==> src/rtl/f_fetch_if.sv <==
// Fetch-stage bundle: hazard/decode control in, instruction-memory address and F/D register contents out.
// D_ExcCode exists only when FETCH_ADEL_EN is defined.
interface f_fetch_if;
    logic        F_Stall;
    logic        D_Redirect;
    logic [31:0] D_NPC_NPC;
    logic [31:0] F_IM_RData;
    logic [31:0] F_IM_Addr;
    logic [31:0] F_PC;
    logic [31:0] D_PC;
    logic [31:0] D_Instr;
    logic        D_Valid;
`ifdef FETCH_ADEL_EN
    logic [4:0]  D_ExcCode;
`endif

    // master = pipeline control + instruction memory, slave = the fetch stage
    modport master (
        output F_Stall, D_Redirect, D_NPC_NPC, F_IM_RData,
        input  F_IM_Addr, F_PC, D_PC, D_Instr, D_Valid
`ifdef FETCH_ADEL_EN
        , input D_ExcCode
`endif
    );

    modport slave (
        input  F_Stall, D_Redirect, D_NPC_NPC, F_IM_RData,
        output F_IM_Addr, F_PC, D_PC, D_Instr, D_Valid
`ifdef FETCH_ADEL_EN
        , output D_ExcCode
`endif
    );
endinterface

==> src/rtl/f_fetch_stage.sv <==
// P5 fetch stage: PC register plus the F/D pipeline register, delay-slot style redirect (no flush).
// Optional FETCH_ADEL_EN adds the instruction-address error check and the D_ExcCode output.
module f_fetch_stage #(
    parameter logic [31:0] RESET_PC = 32'h0000_3000
`ifdef FETCH_ADEL_EN
    , parameter logic [31:0] IM_BASE  = 32'h0000_3000
    , parameter int unsigned IM_WORDS = 4096
`endif
) (
    input  logic      clk,
    input  logic      reset_n,
    f_fetch_if.slave  fif
);
    logic [31:0] pc_q, pc_d;
    logic [31:0] dpc_q, dpc_d;
    logic [31:0] instr_q, instr_d;
    logic        vld_q, vld_d;

`ifdef FETCH_ADEL_EN
    // Upper bound kept 33 bits wide so a window ending at 4 GiB does not wrap.
    localparam logic [32:0] IM_END = {1'b0, IM_BASE} + (33'(IM_WORDS) << 2);

    logic [4:0] exc_q, exc_d;
    logic       adel;

    assign adel = (pc_q[1:0] != 2'b00) || (pc_q < IM_BASE) || ({1'b0, pc_q} >= IM_END);
`endif

    always_comb begin
        pc_d    = pc_q;
        dpc_d   = dpc_q;
        instr_d = instr_q;
        vld_d   = vld_q;
`ifdef FETCH_ADEL_EN
        exc_d   = exc_q;
`endif
        // Stall outranks redirect; the held D instruction re-asserts redirect later.
        if (!fif.F_Stall) begin
            pc_d    = fif.D_Redirect ? fif.D_NPC_NPC : pc_q + 32'd4;
            dpc_d   = pc_q;
            instr_d = fif.F_IM_RData;
            vld_d   = 1'b1;
`ifdef FETCH_ADEL_EN
            exc_d   = 5'd0;
            if (adel) begin
                instr_d = 32'h0;
                exc_d   = 5'd4;
            end
`endif
        end
    end

    always_ff @(posedge clk or negedge reset_n) begin
        if (!reset_n) begin
            pc_q    <= RESET_PC;
            dpc_q   <= 32'h0;
            instr_q <= 32'h0;
            vld_q   <= 1'b0;
`ifdef FETCH_ADEL_EN
            exc_q   <= 5'd0;
`endif
        end else begin
            pc_q    <= pc_d;
            dpc_q   <= dpc_d;
            instr_q <= instr_d;
            vld_q   <= vld_d;
`ifdef FETCH_ADEL_EN
            exc_q   <= exc_d;
`endif
        end
    end

    assign fif.F_IM_Addr = pc_q;
    assign fif.F_PC      = pc_q;
    assign fif.D_PC      = dpc_q;
    assign fif.D_Instr   = instr_q;
    assign fif.D_Valid   = vld_q;
`ifdef FETCH_ADEL_EN
    assign fif.D_ExcCode = exc_q;
`endif
endmodule

==> src/flat_wrapper.sv <==
// flat-port wrapper written by rule: the top's interface ports become plain ports
module f_fetch_stage_flat 
#(
    parameter logic [31:0] RESET_PC = 32'h0000_3000

)
  (clk, reset_n, fif_F_Stall, fif_D_Redirect, fif_D_NPC_NPC, fif_F_IM_RData, fif_F_IM_Addr, fif_F_PC, fif_D_PC, fif_D_Instr, fif_D_Valid);
  f_fetch_if fif_i ();
  input  logic clk;
  input  logic reset_n;
  input wire logic [$bits(fif_i.F_Stall)-1:0] fif_F_Stall;
  input wire logic [$bits(fif_i.D_Redirect)-1:0] fif_D_Redirect;
  input wire logic [$bits(fif_i.D_NPC_NPC)-1:0] fif_D_NPC_NPC;
  input wire logic [$bits(fif_i.F_IM_RData)-1:0] fif_F_IM_RData;
  output wire logic [$bits(fif_i.F_IM_Addr)-1:0] fif_F_IM_Addr;
  output wire logic [$bits(fif_i.F_PC)-1:0] fif_F_PC;
  output wire logic [$bits(fif_i.D_PC)-1:0] fif_D_PC;
  output wire logic [$bits(fif_i.D_Instr)-1:0] fif_D_Instr;
  output wire logic [$bits(fif_i.D_Valid)-1:0] fif_D_Valid;
  assign fif_i.F_Stall = fif_F_Stall;
  assign fif_i.D_Redirect = fif_D_Redirect;
  assign fif_i.D_NPC_NPC = fif_D_NPC_NPC;
  assign fif_i.F_IM_RData = fif_F_IM_RData;
  assign fif_F_IM_Addr = fif_i.F_IM_Addr;
  assign fif_F_PC = fif_i.F_PC;
  assign fif_D_PC = fif_i.D_PC;
  assign fif_D_Instr = fif_i.D_Instr;
  assign fif_D_Valid = fif_i.D_Valid;
  f_fetch_stage #(.RESET_PC(RESET_PC)) u_core (.clk(clk), .reset_n(reset_n), .fif(fif_i));
endmodule
==> config.mk <==
export PLATFORM = sky130hd
export DESIGN_NAME = f_fetch_stage_flat
export DESIGN_NICKNAME = d
export VERILOG_FILES = /design/src/rtl/f_fetch_if.sv /design/src/rtl/f_fetch_stage.sv /design/src/flat_wrapper.sv
export SDC_FILE = /design/constraint.sdc
export NUM_CORES = 1
export LEC_CHECK = 0
export ABC_CLOCK_PERIOD_IN_PS = 4230
export CORE_MARGIN = 8
export CORE_UTILIZATION = 46
export CTS_CLUSTER_DIAMETER = 50
export DETAILED_ROUTE_END_ITERATION = 8
export PLACE_DENSITY_LB_ADDON = 0.3
export SLEW_MARGIN = 0
export SYNTH_ARGS = -nofsm -noshare
export SYNTH_HDL_FRONTEND = slang
export SYNTH_SLANG_ARGS = --single-unit
==> constraint.sdc <==
create_clock -name clk -period 4.23 [get_ports clk]
set_input_delay 0.423 -clock clk [delete_from_list [all_inputs] [get_ports clk]]
set_output_delay 0.423 -clock clk [all_outputs]
set_load 0.03 [all_outputs]
==> impl_metrics.json <==
{
  "status": "finished clean",
  "die_w_um": 117,
  "grt_overflow_total": 0,
  "tns_ns": 0,
  "critical-path-max-stage-delay_ns": 0.69,
  "cts_tree": "done",
  "die_area_um2": 13700,
  "swShare": 0.355,
  "finalCritPeriodShare": 0.557,
  "multi_input_area_um2": 1880,
  "yosys_warnings": 0,
  "post_cts_resized": 0,
  "die_y_um": 117,
  "via_per_inst": 5.40,
  "wl_per_cell_um": 18.7,
  "final_cell_mix": "193 x clkdlybuf4s50_1, 95 x dfrtp_1, 61 x mux2_2, 31 x nand2_1, 24 x o21ai_0",
  "synth_nets": 492,
  "crit_chain": "buf_2 -> inv_1 -> nor2_1 -> a22o_2 -> or3b_1",
  "h-tree-depth": 3,
  "fin_skew_ns": 0.0130,
  "fill_cells": 797,
  "port_buffers": 196,
  "num_rows": 37,
  "layout-drive-gt1-share": 0.153,
  "postCtsHoldBufs": 0,
  "maxCapViolCount": 0,
  "fin_crit_ns": 2.36,
  "worst_ep_arrival_time_ns": 2.66,
  "cp_num_buf_inv": 2,
  "synthesis.area_um2": 4700,
  "slew_headroom": 0.473,
  "wirelength_um": 13300,
  "ys_ff_latch": 97,
  "yosysTopAreaCellShare": 0.505,
  "ant_nets": 0,
  "worstPathRequired_ns": 4.54,
  "clock_latency_ns": 0.36,
  "p_int_mw": 1.87,
  "vias": 3842,
  "dpl-instance-area_um2": 6460,
  "dr.pass1.iters": 4,
  "synth_edf_count": 0,
  "core-area_um2": 10100,
  "drt_iter0_drc": 172,
  "layout.area.seq_um2": 2430,
  "path_depth": 5,
  "reg2reg_slack_ns": 2.10,
  "setup_viol": 0,
  "stdcell_count": 711,
  "final_max_slew_viol_count": 0,
  "ios": 197,
  "clock_power_share": 0.227,
  "final_common_cell": "clkdlybuf4s50_1",
  "postCtsSetupBuffers": 0,
  "clock.fmax_ghz": 0.425,
  "synth.avg_cell_area_um2": 11.1,
  "critPathTopFamily": "buffers and inverters",
  "rsz0062_at_grt": "no",
  "yosysTopAreaCell": "dfrtp_1",
  "startpoint_type": "input port",
  "r2r_cells": 6,
  "hold_violations": 0,
  "start_util": 0.464,
  "critPathSlowestCell": "nor2_1",
  "seq_power_share": 0.413,
  "synth_ff_type": "dfrtp_1",
  "place.gp.congestion": 0.818,
  "clk_path_buf_depth": 2,
  "first_global_vias": 3964,
  "clk_pin_slew_ns": 0.09,
  "placedCellCount": 696,
  "yosysSeqAreaShare": 0.517,
  "diodes": 0,
  "syn_to_final_growth_pct": 41.9,
  "critical_path.max_fanout": 47,
  "crit_path_end_kind": "register",
  "netlist_instances": 423,
  "peakVddDrop_uv": 237,
  "grt_pass1_wl_um": 20900,
  "powerDensity_nw_per_um2": 434,
  "cts_sinks": 97,
  "drc": 0,
  "grt_start_max_net_pins": 70,
  "criticalPathCategory": "input port to register",
  "power.switching_mw": 1.03,
  "numCtsBuffers": 9,
  "synth.distinct_cells": 48,
  "combPwrFrac": 0.360,
  "cts_root_buf": "clkbuf_8",
  "leakagePower_nw": 2.68,
  "hold_class": "input port to asynchronous set/reset pin",
  "ys_async_sr_fraction": 1.00,
  "nets": 640,
  "final_area_um2": 6670,
  "worst_pin_slew_ns": 0.791,
  "place_hpwl_um": 9870,
  "antenna_found_initial": 0,
  "yosys-top-cells-area": "dfrtp_1 51%, mux2_2 15%, buf_4 5.4%, o21ai_0 2.6%, nand2_1 2.5%",
  "grt_usage": 0.198
}
cell usage after synthesis (2+ instances only):
library cell / instances
mux2i_1: 8
buf_4: 34
o22ai_1: 3
a22oi_1: 8
and3_1: 7
and4_1: 4
inv_1: 5
mux2_2: 61
nor2_1: 19
a32oi_1: 3
nor4_1: 4
o211ai_1: 5
dfrtp_1: 95
nand2_1: 31
dfstp_2: 2
nor2b_1: 4
nand4_4: 2
nand4_1: 8
clkbuf_1: 15
buf_2: 10
nand3_1: 12
or3_1: 3
a21oi_1: 19
nor3_1: 10
o21ai_0: 24
and2_1: 2
a311oi_1: 2
a2bb2oi_1: 3
cells by family after synthesis:
logic type	share of synthesized area
mux	0.163
fa+ha+maj	0.00266
flops	0.517
simple gates	0.132
buf+inv	0.0841
compound gates	0.101
routing by layer:
| metal | global-route usage | share of wire | up-vias |
|---|---|---|---|
| li1 | - | - | 1784 |
| met1 | 0.236 | 0.39 | 1865 |
| met2 | 0.308 | 0.47 | 179 |
| met3 | 0.0918 | 0.13 | 14 |
| met4 | 0.0734 | 0.012 | 0 |
| met5 | 0 | 0 | - |
flip-flops by register name (all words and copies together), names as in the netlist:
| name | count |
|---|---|
| u_core.fif.D_Instr | 32 |
| u_core.fif.D_PC | 32 |
| u_core.fif.D_Valid | 1 |
| u_core.fif.F_IM_Addr | 32 |
power by group through the flow:
stage	sequential (mW)	combinational [mW]	clock [mW]
after floorplan	1.45	0.370	0
after global placement	1.20	1.04	0
after detailed placement	1.22	1.05	0
after CTS	1.20	1.06	0.674
after global routing	1.22	1.10	0.705
final	1.20	1.04	0.657
cell type report:
class	instances	area share
Clock buffer	12	0.0217
Tap cell	136	0.0255
Sequential cell	97	0.364
Inverter	5	0.00281
Multi-Input combinational cell	260	0.281
Timing Repair Buffer	198	0.295
Clock inverter	3	0.00975
worst paths after layout:
check | to | from
min in group clk | u_core.fif.D_Valid$_DFFE_PN0N_ | u_core.fif.D_Valid$_DFFE_PN0N_
min | u_core.fif.F_IM_Addr[10]$_DFFE_PN0N_ | reset_n
max in group asynchronous | u_core.fif.F_IM_Addr[2]$_DFFE_PN0N_ | reset_n
max | u_core.fif.F_IM_Addr[17]$_DFFE_PN0N_ | fif_D_Redirect
min reg2reg | u_core.fif.D_Valid$_DFFE_PN0N_ | u_core.fif.D_Valid$_DFFE_PN0N_
max reg2reg | u_core.fif.F_IM_Addr[26]$_DFFE_PN0N_ | u_core.fif.F_IM_Addr[2]$_DFFE_PN0N_
stage by stage:
| step | utilization | total power, mW | setup WS (ns) | hold WS, ns |
|---|---|---|---|---|
| global placement | 0.638 | 2.25 | 1.67 | 0.452 |
| CTS | 0.658 | 2.93 | 1.89 | 0.161 |
| finish | 0.658 | 2.90 | 1.87 | 0.139 |
| global route | 0.658 | 3.03 | 1.65 | 0.189 |
| floorplan | - | 1.82 | 2.26 | 0.127 |
| detailed placement | 0.638 | 2.27 | 1.49 | 0.451 |
Power figures use the tool's default switching activity.
==> patch, RTL diff (same settings) <==
`RESET_PC` is set to 32'h0000_3000 in 2 places; all go to 32'h00002000.
--- a/src/rtl/f_fetch_stage.sv
+++ b/src/rtl/f_fetch_stage.sv
@@ -2,5 +2,5 @@
 // Optional FETCH_ADEL_EN adds the instruction-address error check and the D_ExcCode output.
 module f_fetch_stage #(
-    parameter logic [31:0] RESET_PC = 32'h0000_3000
+    parameter logic [31:0] RESET_PC = 32'h00002000
 `ifdef FETCH_ADEL_EN
     , parameter logic [31:0] IM_BASE  = 32'h0000_3000
--- a/src/flat_wrapper.sv
+++ b/src/flat_wrapper.sv
@@ -2,5 +2,5 @@
 module f_fetch_stage_flat 
 #(
-    parameter logic [31:0] RESET_PC = 32'h0000_3000
+    parameter logic [31:0] RESET_PC = 32'h00002000
 
 )
Check against the original RTL: not equivalent (Yosys sat finds a counterexample within 4 cycles, from zero or initial values and one cycle with reset_n low).
==> patch against the original RTL <==
- combinational power is essentially flat
- sequential cell count is the same
- routed wire length shrank 0.79%
- cell area shrank 0.45%
- clock skew shrank 0.0041 ns
- synthesized cell count is the same
- utilization shrank 0.30 points
- cell count grew 0.14%
- synthesized area is essentially flat
- total power shrank 4.0%
- non-clock buffer count grew 1
- worst setup slack lost 0.15 ns
- critical path type unchanged
- largest power group unchanged
==> patch: results (changes against the original RTL) <==
| Metric | Value |
|---|---|
| WHS | 0.0892 ns (was 0.139 ns) |
| Final WL | 13200 µm (was 13300 µm) |
| Cells after DPL | 697 (was 696) |
| Fraction of layout cells with a size suffix above 1 | 15.5% (was 15.3%) |
| Reg2reg start | u_core.fif.F_IM_Addr[2] (unchanged) |
| Worst Max-Slew Pin Slew | 0.723 ns (was 0.791 ns) |
| Final Skew | 0.00899 ns (was 0.0130 ns) |
| Status | finished clean (unchanged) |
| Fillers | 787 (was 797) |
| Leak | 2.66 nW (was 2.68 nW) |
| Async set or reset register ratio after synthesis | 100% (unchanged) |
| Commonest cells post-synth | dfrtp_1, mux2_2, buf_4 (unchanged) |
| Post-Syn Area per Cell | 11.1 µm² (about the same) |
| Total vias in the final route | 3859 (was 3842) |
| Initial DRC count | 174 (was 172) |
| Total GRT Usage | 19.7% (was 19.8%) |
| Worst path arrival time | 2.80 ns (was 2.66 ns) |
| Largest net degree at the start of global routing | 58 (was 70) |
| First-pass GRT wire length | 20900 µm (about the same) |
| Routability congestion estimate | 0.817 (was 0.818) |
| Vias in the first global route | 4006 (was 3964) |
| Via-per-instance ratio | 5.42 (was 5.40) |
| Register-to-Register Setup Slack | 2.14 ns (was 2.10 ns) |
| CTS root buffer | clkbuf_8 (unchanged) |
| TritonRoute pass-1 iters | 5 (was 4) |
| Synth top area cells | dfrtp_1, mux2_2, buf_4, o21ai_0, nand2_1 (unchanged) |
| Sequential share of the synthesized area | 51.6% (was 51.7%) |
| NumNets Final | 641 (was 640) |
[patch: cell count changes after synthesis, sizes merged]
cell   before  now
dfrtp      95   96
dfstp       2    1
[patch: worst max path at each step]
| stage | depth (start not counted) | slack (ns) | end | startpoint |
|---|---|---|---|---|
| after global placement | 6 | 1.49 | u_core.fif.F_IM_Addr[17] | fif_D_Redirect |
| after floorplan | 7 | 2.26 | u_core.fif.F_IM_Addr[26] | u_core.fif.F_IM_Addr[2] |
| after detailed placement | 6 | 1.42 | u_core.fif.F_IM_Addr[17] | fif_D_Redirect |
| after CTS | 6 | 1.79 | u_core.fif.F_IM_Addr[17] | fif_D_Redirect |
| final | 6 | 1.73 | u_core.fif.F_IM_Addr[17] | fif_D_Redirect |
| after global routing | 6 | 1.56 | u_core.fif.F_IM_Addr[17] | fif_D_Redirect |
[patch: logic make-up after synthesis]
kind of cell,count (synthesis),synth area share (%)
AND/OR/NAND/NOR,114,13.3
adder cells (fa/ha/maj),1,0.266
AO/OA/AOI/OAI,76,10.1
flip-flops,97,51.6
buffers and inverters,66,8.41
multiplexers,69,16.3
[patch: through the flow]
step | total power [mW] | utilization (%) | cell area, µm² | worst slack, ns
after floorplan | 1.81 | - | 4700 | 2.26
after detailed placement | 2.26 | 63.9 | 6470 | 1.42
final | 2.78 | 65.5 | 6640 | 1.73
after global routing | 2.92 | 65.5 | 6640 | 1.56
after global placement | 2.25 | 63.9 | 6470 | 1.49
after CTS | 2.82 | 65.5 | 6640 | 1.79
[patch: critical path: cells and delay by family]
family                 cells  cell delay (ns)
AO/OA/AOI/OAI              1             0.25
AND/OR/NAND/NOR            2             0.79
buffers and inverters      3             1.32
[patch: layout make-up]
type	count	area, µm²	area share (%)
sequential	97	2430	36.6
timing repair buffer	199	1980	29.8
multi-input combinational	260	1880	28.3
tap	136	170	2.56
clock buffer	10	138	2.07
clock inverter	5	31.3	0.471
inverter	5	18.8	0.282
[patch: layer usage]
layer	global-route usage, %	part of all wire (%)
met3	8.62	12
met4	7.68	1.6
met2	30.4	46
met5	0	0
met1	23.9	40
[patch: report_power, final]
part	total [mW]	internal [mW]	switching [mW]	leakage (nW)
clock network	0.546	0.226	0.320	0.0883
registers	1.19	1.06	0.134	1.14
logic	1.04	0.465	0.580	1.43
total	2.78	1.75	1.03	2.66
